### config.mk
export PLATFORM = sky130hd
export DESIGN_NAME = imem_loader_flat
export DESIGN_NICKNAME = d
export VERILOG_FILES = /design/src/rtl/imem_loader_pkg.sv /design/src/rtl/imem_loader_if.sv /design/src/rtl/imem_word_packer.sv /design/src/rtl/imem_loader.sv /design/src/flat_wrapper.sv
export SDC_FILE = /design/constraint.sdc
export NUM_CORES = 1
export LEC_CHECK = 0
export CAP_MARGIN = 20
export CORE_ASPECT_RATIO = 1.2
export CORE_UTILIZATION = 52
export DETAILED_ROUTE_END_ITERATION = 10
export GPL_TIMING_DRIVEN = 0
export PLACE_DENSITY = 0.9
export SETUP_SLACK_MARGIN = 0.4
export SYNTH_ARGS = -nofsm -noshare
export SYNTH_HDL_FRONTEND = slang
export SYNTH_SLANG_ARGS = --single-unit
export TNS_END_PERCENT = 100
### constraint.sdc
create_clock -name clk -period 2.5 [get_ports clk]
set_input_delay 0.5 -clock clk [delete_from_list [all_inputs] [get_ports clk]]
set_output_delay 0.5 -clock clk [all_outputs]
set_load 0.01 [all_outputs]
### src/rtl/imem_loader_pkg.sv
// Shared constants and types for the instruction-memory loader.
// Holds the FSM encoding and the framing constants of the byte stream.
package imem_loader_pkg;

  typedef enum logic [2:0] {
    ST_IDLE,
    ST_HDR,
    ST_DATA,
    ST_DONE,
    ST_ERR
  } ld_state_e;

  localparam int HDR_BYTES      = 2;
  localparam int BYTES_PER_WORD = 4;

endpackage

### src/rtl/imem_loader_if.sv
// Byte-stream input and instruction-memory write port of the loader.
// master = loader side, slave = byte source / memory side.
interface imem_loader_if;
  logic [7:0]  rx_data;
  logic        rx_valid;
  logic        rx_ready;
  logic        mem_we;
  logic [31:0] mem_waddr;
  logic [31:0] mem_wdata;

  modport master (
    input  rx_data, rx_valid,
    output rx_ready, mem_we, mem_waddr, mem_wdata
  );

  modport slave (
    output rx_data, rx_valid,
    input  rx_ready, mem_we, mem_waddr, mem_wdata
  );
endinterface

### src/rtl/imem_word_packer.sv
// Little-endian byte-to-word assembler: the first byte lands in bits 7:0.
// word_vld_o flags the byte that completes a word, with word_o valid alongside.
module imem_word_packer
  import imem_loader_pkg::*;
(
  input  logic                        clk,
  input  logic                        rst,
  input  logic                        clr_i,
  input  logic                        byte_vld_i,
  input  logic [7:0]                  byte_i,
  output logic                        word_vld_o,
  output logic [8*BYTES_PER_WORD-1:0] word_o
);
  localparam int CNT_W = $clog2(BYTES_PER_WORD);
  localparam int SH_W  = 8 * (BYTES_PER_WORD - 1);

  logic [CNT_W-1:0] cnt_q;
  logic [SH_W-1:0]  shreg_q;

  assign word_vld_o = byte_vld_i && (cnt_q == CNT_W'(BYTES_PER_WORD - 1));
  assign word_o     = {byte_i, shreg_q};

  always_ff @(posedge clk) begin
    if (rst || clr_i) begin
      cnt_q <= '0;
    end else if (byte_vld_i) begin
      cnt_q <= word_vld_o ? '0 : cnt_q + 1'b1;
    end
  end

  // Older bytes shift toward bit 0 so the oldest ends up lowest.
  always_ff @(posedge clk) begin
    if (byte_vld_i) begin
      shreg_q <= {byte_i, shreg_q[SH_W-1:8]};
    end
  end
endmodule

### src/rtl/imem_loader.sv
// Boot loader: receives a length-prefixed byte stream and writes it into
// instruction memory while holding the CPU, releasing it once loading completes.
module imem_loader
  import imem_loader_pkg::*;
#(
  parameter int DEPTH_WORDS = 64
) (
  input  logic                clk,
  input  logic                rst,
  input  logic                start,
  imem_loader_if.master       bus,
  output logic                cpu_hold,
  output logic                load_done,
  output logic                load_err,
  output logic [15:0]         words_loaded
);
  localparam logic [15:0] DEPTH_N = 16'(DEPTH_WORDS);

  ld_state_e   state_q;
  logic        rx_ready_q;
  logic        mem_we_q;
  logic [31:0] mem_waddr_q;
  logic [31:0] mem_wdata_q;
  logic        cpu_hold_q;
  logic        load_done_q;
  logic        load_err_q;
  logic [15:0] words_q;
  logic        hdr_cnt_q;
  logic [7:0]  hdr_lo_q;
  logic [15:0] n_q;
  logic        last_q;

  logic        acc;
  logic [15:0] n_d;
  logic        hdr_bad;
  logic        pk_vld;
  logic        pk_clr;
  logic        pk_word_vld;
  logic [31:0] pk_word;

  assign acc     = bus.rx_valid && rx_ready_q;
  assign n_d     = {bus.rx_data, hdr_lo_q};
  assign hdr_bad = (n_d == 16'd0) || (n_d > DEPTH_N);
  // Once all N words are assembled, bytes during the final write cycle are dropped.
  assign pk_vld  = acc && (state_q == ST_DATA) && !last_q && !start;
  assign pk_clr  = start || (state_q != ST_DATA);

  imem_word_packer u_packer (
    .clk        (clk),
    .rst        (rst),
    .clr_i      (pk_clr),
    .byte_vld_i (pk_vld),
    .byte_i     (bus.rx_data),
    .word_vld_o (pk_word_vld),
    .word_o     (pk_word)
  );

  always_ff @(posedge clk) begin
    if (rst) begin
      state_q     <= ST_IDLE;
      rx_ready_q  <= 1'b0;
      mem_we_q    <= 1'b0;
      mem_waddr_q <= '0;
      mem_wdata_q <= '0;
      cpu_hold_q  <= 1'b1;
      load_done_q <= 1'b0;
      load_err_q  <= 1'b0;
      words_q     <= '0;
      hdr_cnt_q   <= 1'b0;
      hdr_lo_q    <= '0;
      n_q         <= '0;
      last_q      <= 1'b0;
    end else begin
      mem_we_q <= 1'b0;
      if (start) begin
        // Start from any state (re)opens a load; a byte seen this cycle is discarded.
        state_q     <= ST_HDR;
        rx_ready_q  <= 1'b1;
        cpu_hold_q  <= 1'b1;
        load_done_q <= 1'b0;
        load_err_q  <= 1'b0;
        words_q     <= '0;
        hdr_cnt_q   <= 1'b0;
        last_q      <= 1'b0;
      end else begin
        case (state_q)
          ST_HDR: begin
            if (acc) begin
              if (hdr_cnt_q != 1'(HDR_BYTES - 1)) begin
                hdr_lo_q  <= bus.rx_data;
                hdr_cnt_q <= 1'b1;
              end else begin
                hdr_cnt_q <= 1'b0;
                n_q       <= n_d;
                if (hdr_bad) begin
                  state_q    <= ST_ERR;
                  rx_ready_q <= 1'b0;
                  load_err_q <= 1'b1;
                end else begin
                  state_q <= ST_DATA;
                end
              end
            end
          end
          ST_DATA: begin
            if (last_q) begin
              state_q     <= ST_DONE;
              rx_ready_q  <= 1'b0;
              cpu_hold_q  <= 1'b0;
              load_done_q <= 1'b1;
              last_q      <= 1'b0;
            end else if (pk_word_vld) begin
              mem_we_q    <= 1'b1;
              mem_waddr_q <= 32'({words_q, 2'b00});
              mem_wdata_q <= pk_word;
              words_q     <= words_q + 16'd1;
              last_q      <= (words_q + 16'd1) == n_q;
            end
          end
          ST_IDLE, ST_DONE, ST_ERR: ;
          default: begin
            state_q    <= ST_IDLE;
            rx_ready_q <= 1'b0;
            cpu_hold_q <= 1'b1;
          end
        endcase
      end
    end
  end

  assign bus.rx_ready  = rx_ready_q;
  assign bus.mem_we    = mem_we_q;
  assign bus.mem_waddr = mem_waddr_q;
  assign bus.mem_wdata = mem_wdata_q;
  assign cpu_hold      = cpu_hold_q;
  assign load_done     = load_done_q;
  assign load_err      = load_err_q;
  assign words_loaded  = words_q;
endmodule

### src/flat_wrapper.sv
// flat-port wrapper written by rule: the top's interface ports become plain ports
module imem_loader_flat import imem_loader_pkg::*;
#(
  parameter int DEPTH_WORDS = 64
)
  (clk, rst, start, cpu_hold, load_done, load_err, words_loaded, bus_rx_data, bus_rx_valid, bus_rx_ready, bus_mem_we, bus_mem_waddr, bus_mem_wdata);
  imem_loader_if bus_i ();
  input  logic clk;
  input  logic rst;
  input  logic start;
  output logic cpu_hold;
  output logic load_done;
  output logic load_err;
  output logic [15:0] words_loaded;
  input wire logic [$bits(bus_i.rx_data)-1:0] bus_rx_data;
  input wire logic [$bits(bus_i.rx_valid)-1:0] bus_rx_valid;
  output wire logic [$bits(bus_i.rx_ready)-1:0] bus_rx_ready;
  output wire logic [$bits(bus_i.mem_we)-1:0] bus_mem_we;
  output wire logic [$bits(bus_i.mem_waddr)-1:0] bus_mem_waddr;
  output wire logic [$bits(bus_i.mem_wdata)-1:0] bus_mem_wdata;
  assign bus_i.rx_data = bus_rx_data;
  assign bus_i.rx_valid = bus_rx_valid;
  assign bus_rx_ready = bus_i.rx_ready;
  assign bus_mem_we = bus_i.mem_we;
  assign bus_mem_waddr = bus_i.mem_waddr;
  assign bus_mem_wdata = bus_i.mem_wdata;
  imem_loader #(.DEPTH_WORDS(DEPTH_WORDS)) u_core (.clk(clk), .rst(rst), .start(start), .bus(bus_i), .cpu_hold(cpu_hold), .load_done(load_done), .load_err(load_err), .words_loaded(words_loaded));
endmodule
==> impl_metrics.csv <==
group,metric,value,unit
floorplan,pin_count,97,
sta,period_needed,2.066,ns
critical_path,cp_data_arrival_time,2.41,ns
critical_path,timing_worst_setup_path_type,"flip-flop to flip-flop",
route,dr.pass1.iters,5,
yosys,ys.flop_type,"dfxtp_1",
sta,drv_slew,0,
critical_path,endpoint_kind,"flip-flop",
route,routedWlPerCell,16.93,um
route,ant_nets,0,
critical_path,ff2ff_path_depth,7,
grt,antenna_found_initial,0,
route,vias_per_cell,5.658,
finish,final_nets,692,
sta,max_freq,484.1,MHz
route,wl,13.78,mm
yosys,synth_cells,564,
grt,grt_max_degree,18,
grt,grt_pass1_vias,4491,
floorplan,die-area,0.01054,mm^2
critical_path,cp.depth,7,
floorplan,die_height,112.3,um
pwr,total_power,4.534,mW
clock_network,hold_buffers,0,
pwr,p_leak,2.370,nW
run,drv_cap,0,
critical_path,startpoint,"u_core.words_loaded[0]",
critical_path,rrSetupSlack,0.43,ns
finish,final_cell_area,0.006893,mm^2
critical_path,slowest_delay,0.46,ns
clock_network,post_cts_buffers,0,
grt,grt_pass1_wl,21.96,mm
yosys,synth_cell_types,61,
critical_path,required,2.85,ns
clock_network,cts_tree,"done",
pwr,p_per_area,657.8,mW/mm^2
yosys,ys_seq_area_share,51.66,%
clock_network,cts_max_level,4,
sta,max_slew.worst_pin.slew,0.5810,ns
clock_network,cts.sinks,124,
critical_path,path_buf_inv,0,
placement,dp_hpwl,9.377,mm
sta,hold_viol,0,
finish,utilization,71.34,%
finish,antenna_cells,0,
placement,portBuffers,79,
floorplan,fp.dieW,93.90,um
yosys,ys.warnings.count,0,
sta,setup_viol,0,
sta,finalCritPeriodShare,82.62,%
grt,grt_util_all_layers,27.45,%
clock_network,cts_buffers,17,
floorplan,rows,39,
clock_network,cts-root-buf,"clkbuf_16",
clock_network,path_clk_slew,0.06,ns
critical_path,slowest_stage,"dfxtp_2",
yosys,syn_avg_cell_area,9.344,um^2
floorplan,initial_core_util,54.55,%
placement,gp_congestion,0.9030,
placement,placed_area,0.006301,mm^2
route,vias,4606,
outcome,status,"completed",
critical_path,r2r-end,"u_core.last_q",
finish,final_cells,814,
critical_path,r2r-start,"u_core.words_loaded[0]",
critical_path,start_kind,"flip-flop",
clock_network,clockBufferDepth,2,
floorplan,core,0.009662,mm^2
critical_path,endpoint,"u_core.last_q",
critical_path,crit_family,"compound AO/OA/AOI/OAI gates",
yosys,async_flop_share,0,%
placement,dp.cells,782,
finish,drive_gt1_share,12.59,%
sta,rsz0062_at_grt,"false",
sta,relSlewSlack,61.14,%
yosys,ys_seq_elements,124,
hold_path,hold_path.class,"input pin to flip-flop",
critical_path,path_cells,"ha_2 -> and3_1 -> nand4_1 -> mux2i_1 -> o22ai_1 -> o2111ai_1 -> o21ai_1",
pwr,ir_drop,480.2,uV
yosys,syn_area,0.005270,mm^2
yosys,synth_edf_count,24,
route,first_iter_violations,350,
finish,area_growth,30.79,%
critical_path,crit_fanout,8,
hold_path,min_from,"start",
clock_network,clk_latency,0.42,ns
sta,finalClockSkew,0.009811,ns
route,drc,0,
grt,grt_overflow,0,
worst reg2reg max path, delay by kind of cell, from the launching register on:
family	cells	cell delay, ns
simple gates	2	0.52
mux	1	0.20
fa+ha+maj	1	0.29
flops	1	0.46
compound gates	3	0.53
per-stage QoR:
step,setup TNS (ns),hold WS (ns),worst slack (ns)
finish,0,0.4455,0.4344
global route,0,0.4497,0.4143
CTS,0,0.4392,0.4362
detailed placement,0,0.4330,0.05266
global placement,-2.584,0.4291,-0.1082
floorplan,0,0.4262,0.5390
flip-flops by register name, indices dropped and copies added (netlist names):
register	flops
u_core.last_q	1
u_core.hdr_cnt_q	1
u_core.n_q	16
u_core.bus.rx_ready	1
u_core.hdr_lo_q	8
u_core.bus.mem_we	1
u_core.words_loaded	16
u_core.cpu_hold	1
u_core.bus.mem_waddr	16
u_core.state_q	3
u_core.bus.mem_wdata	32
u_core.u_packer.cnt_q	2
u_core.load_err	1
u_core.load_done	1
u_core.u_packer.shreg_q	24
cell usage in the layout, fill, tap and decap left out, types with 3 or more instances in the layout:
master / Yosys / routed
buf_2: 18 / 17
and4_1: 4 / 4
xor2_1: 9 / 9
nor2_1: 57 / 56
clkinv_4: 0 / 3
clkinvlp_4: 0 / 4
clkdlybuf4s50_1: 0 / 78
a21oi_1: 62 / 62
nor3_1: 3 / 3
buf_4: 17 / 17
nand3_1: 12 / 11
clkbuf_1: 15 / 17
or3_1: 4 / 4
nor4_1: 4 / 4
o21ai_0: 12 / 12
conb_1: 1 / 16
nand2_1: 111 / 111
dfxtp_1: 100 / 97
mux2i_1: 26 / 26
clkbuf_16: 0 / 17
xnor2_1: 20 / 20
edfxtp_1: 24 / 24
and3_1: 5 / 5
nand4_1: 7 / 7
dfxtp_2: 0 / 3
inv_1: 5 / 5
repair_timing:
| item | 4_1_cts | 5_1_grt |
|---|---|---|
| hold endpoints to repair | 0 | 0 |
| resized for setup | 3 | 5 |
| setup endpoints to repair | 3 | 38 |
how the worst min path moves through the flow:
stage | endpoint | slack, ns | depth (start not counted)
after global placement | u_core.u_packer.shreg_q[11] | 0.43 | 0
after detailed placement | u_core.u_packer.shreg_q[5] | 0.43 | 0
after CTS | u_core.bus.rx_ready | 0.44 | 2
final | u_core.bus.rx_ready | 0.45 | 2
after floorplan | u_core.u_packer.shreg_q[0] | 0.43 | 0
after global routing | u_core.u_packer.shreg_q[13] | 0.45 | 0
kinds of logic (layout without fill, tap and decap cells):
kind of cell    Yosys count  after routing  share of synthesized area (%)
simple gates            234            234                          22.20
flops                   124            124                          51.66
compound gates           91             91                          9.687
buf+inv                  57            169                          6.149
xor+xnor                 29             29                          4.820
mux                      26             26                          4.938
fa+ha+maj                 2              2                         0.4748
other cells               1             16                        0.07116
area by class of cell:
type | count | area, um^2
sequential | 124 | 2726
tap | 123 | 153.9
clock inverter | 13 | 142.6
clock buffer | 19 | 432.9
buffer | 52 | 307.8
multi-input combinational | 398 | 2290
fill | 646 | 2769
timing repair buffer | 80 | 820.8
inverter | 5 | 18.77
cells in the mapped netlist, types with 2 or more instances:
cell | n | area [um^2]
mux2i_1 | 26 | 260.3
nand3_1 | 12 | 60.06
o2111ai_1 | 2 | 17.52
xnor2_1 | 20 | 175.2
and4_1 | 4 | 35.03
nand3b_1 | 2 | 15.01
nand4_1 | 7 | 43.79
nor4_1 | 4 | 25.02
dfxtp_1 | 100 | 2002
nor4_2 | 2 | 25.02
o21a_1 | 2 | 15.01
nor2_1 | 57 | 214.0
nor3_1 | 3 | 15.01
nand3_4 | 2 | 35.03
nor3b_2 | 2 | 25.02
xor2_1 | 9 | 78.83
a21oi_1 | 62 | 310.3
buf_2 | 18 | 90.09
o21ai_0 | 12 | 60.06
edfxtp_1 | 24 | 720.7
and3_1 | 5 | 31.28
buf_4 | 17 | 127.6
nand2_1 | 111 | 416.7
inv_1 | 5 | 18.77
ha_1 | 2 | 25.02
a311oi_1 | 2 | 17.52
clkbuf_1 | 15 | 56.30
or3_1 | 4 | 25.02
routing by layer:
| metal | vias up | GRT usage [%] | wire, um |
|---|---|---|---|
| met5 | - | 0 | 0 |
| met3 | 67 | 8.266 | 951 |
| li1 | 2124 | - | - |
| met2 | 236 | 46.91 | 7047 |
| met1 | 2179 | 29.39 | 5208 |
| met4 | 0 | 16.72 | 571 |
where the power goes:
group	total, mW	leakage, nW	internal, mW	switching (mW)
registers	2.04	1.02	2.04	0.00695
clock network	2.37	0.268	1.47	0.900
logic	0.123	1.08	0.0490	0.0736
(Power assumes the default switching activity.)
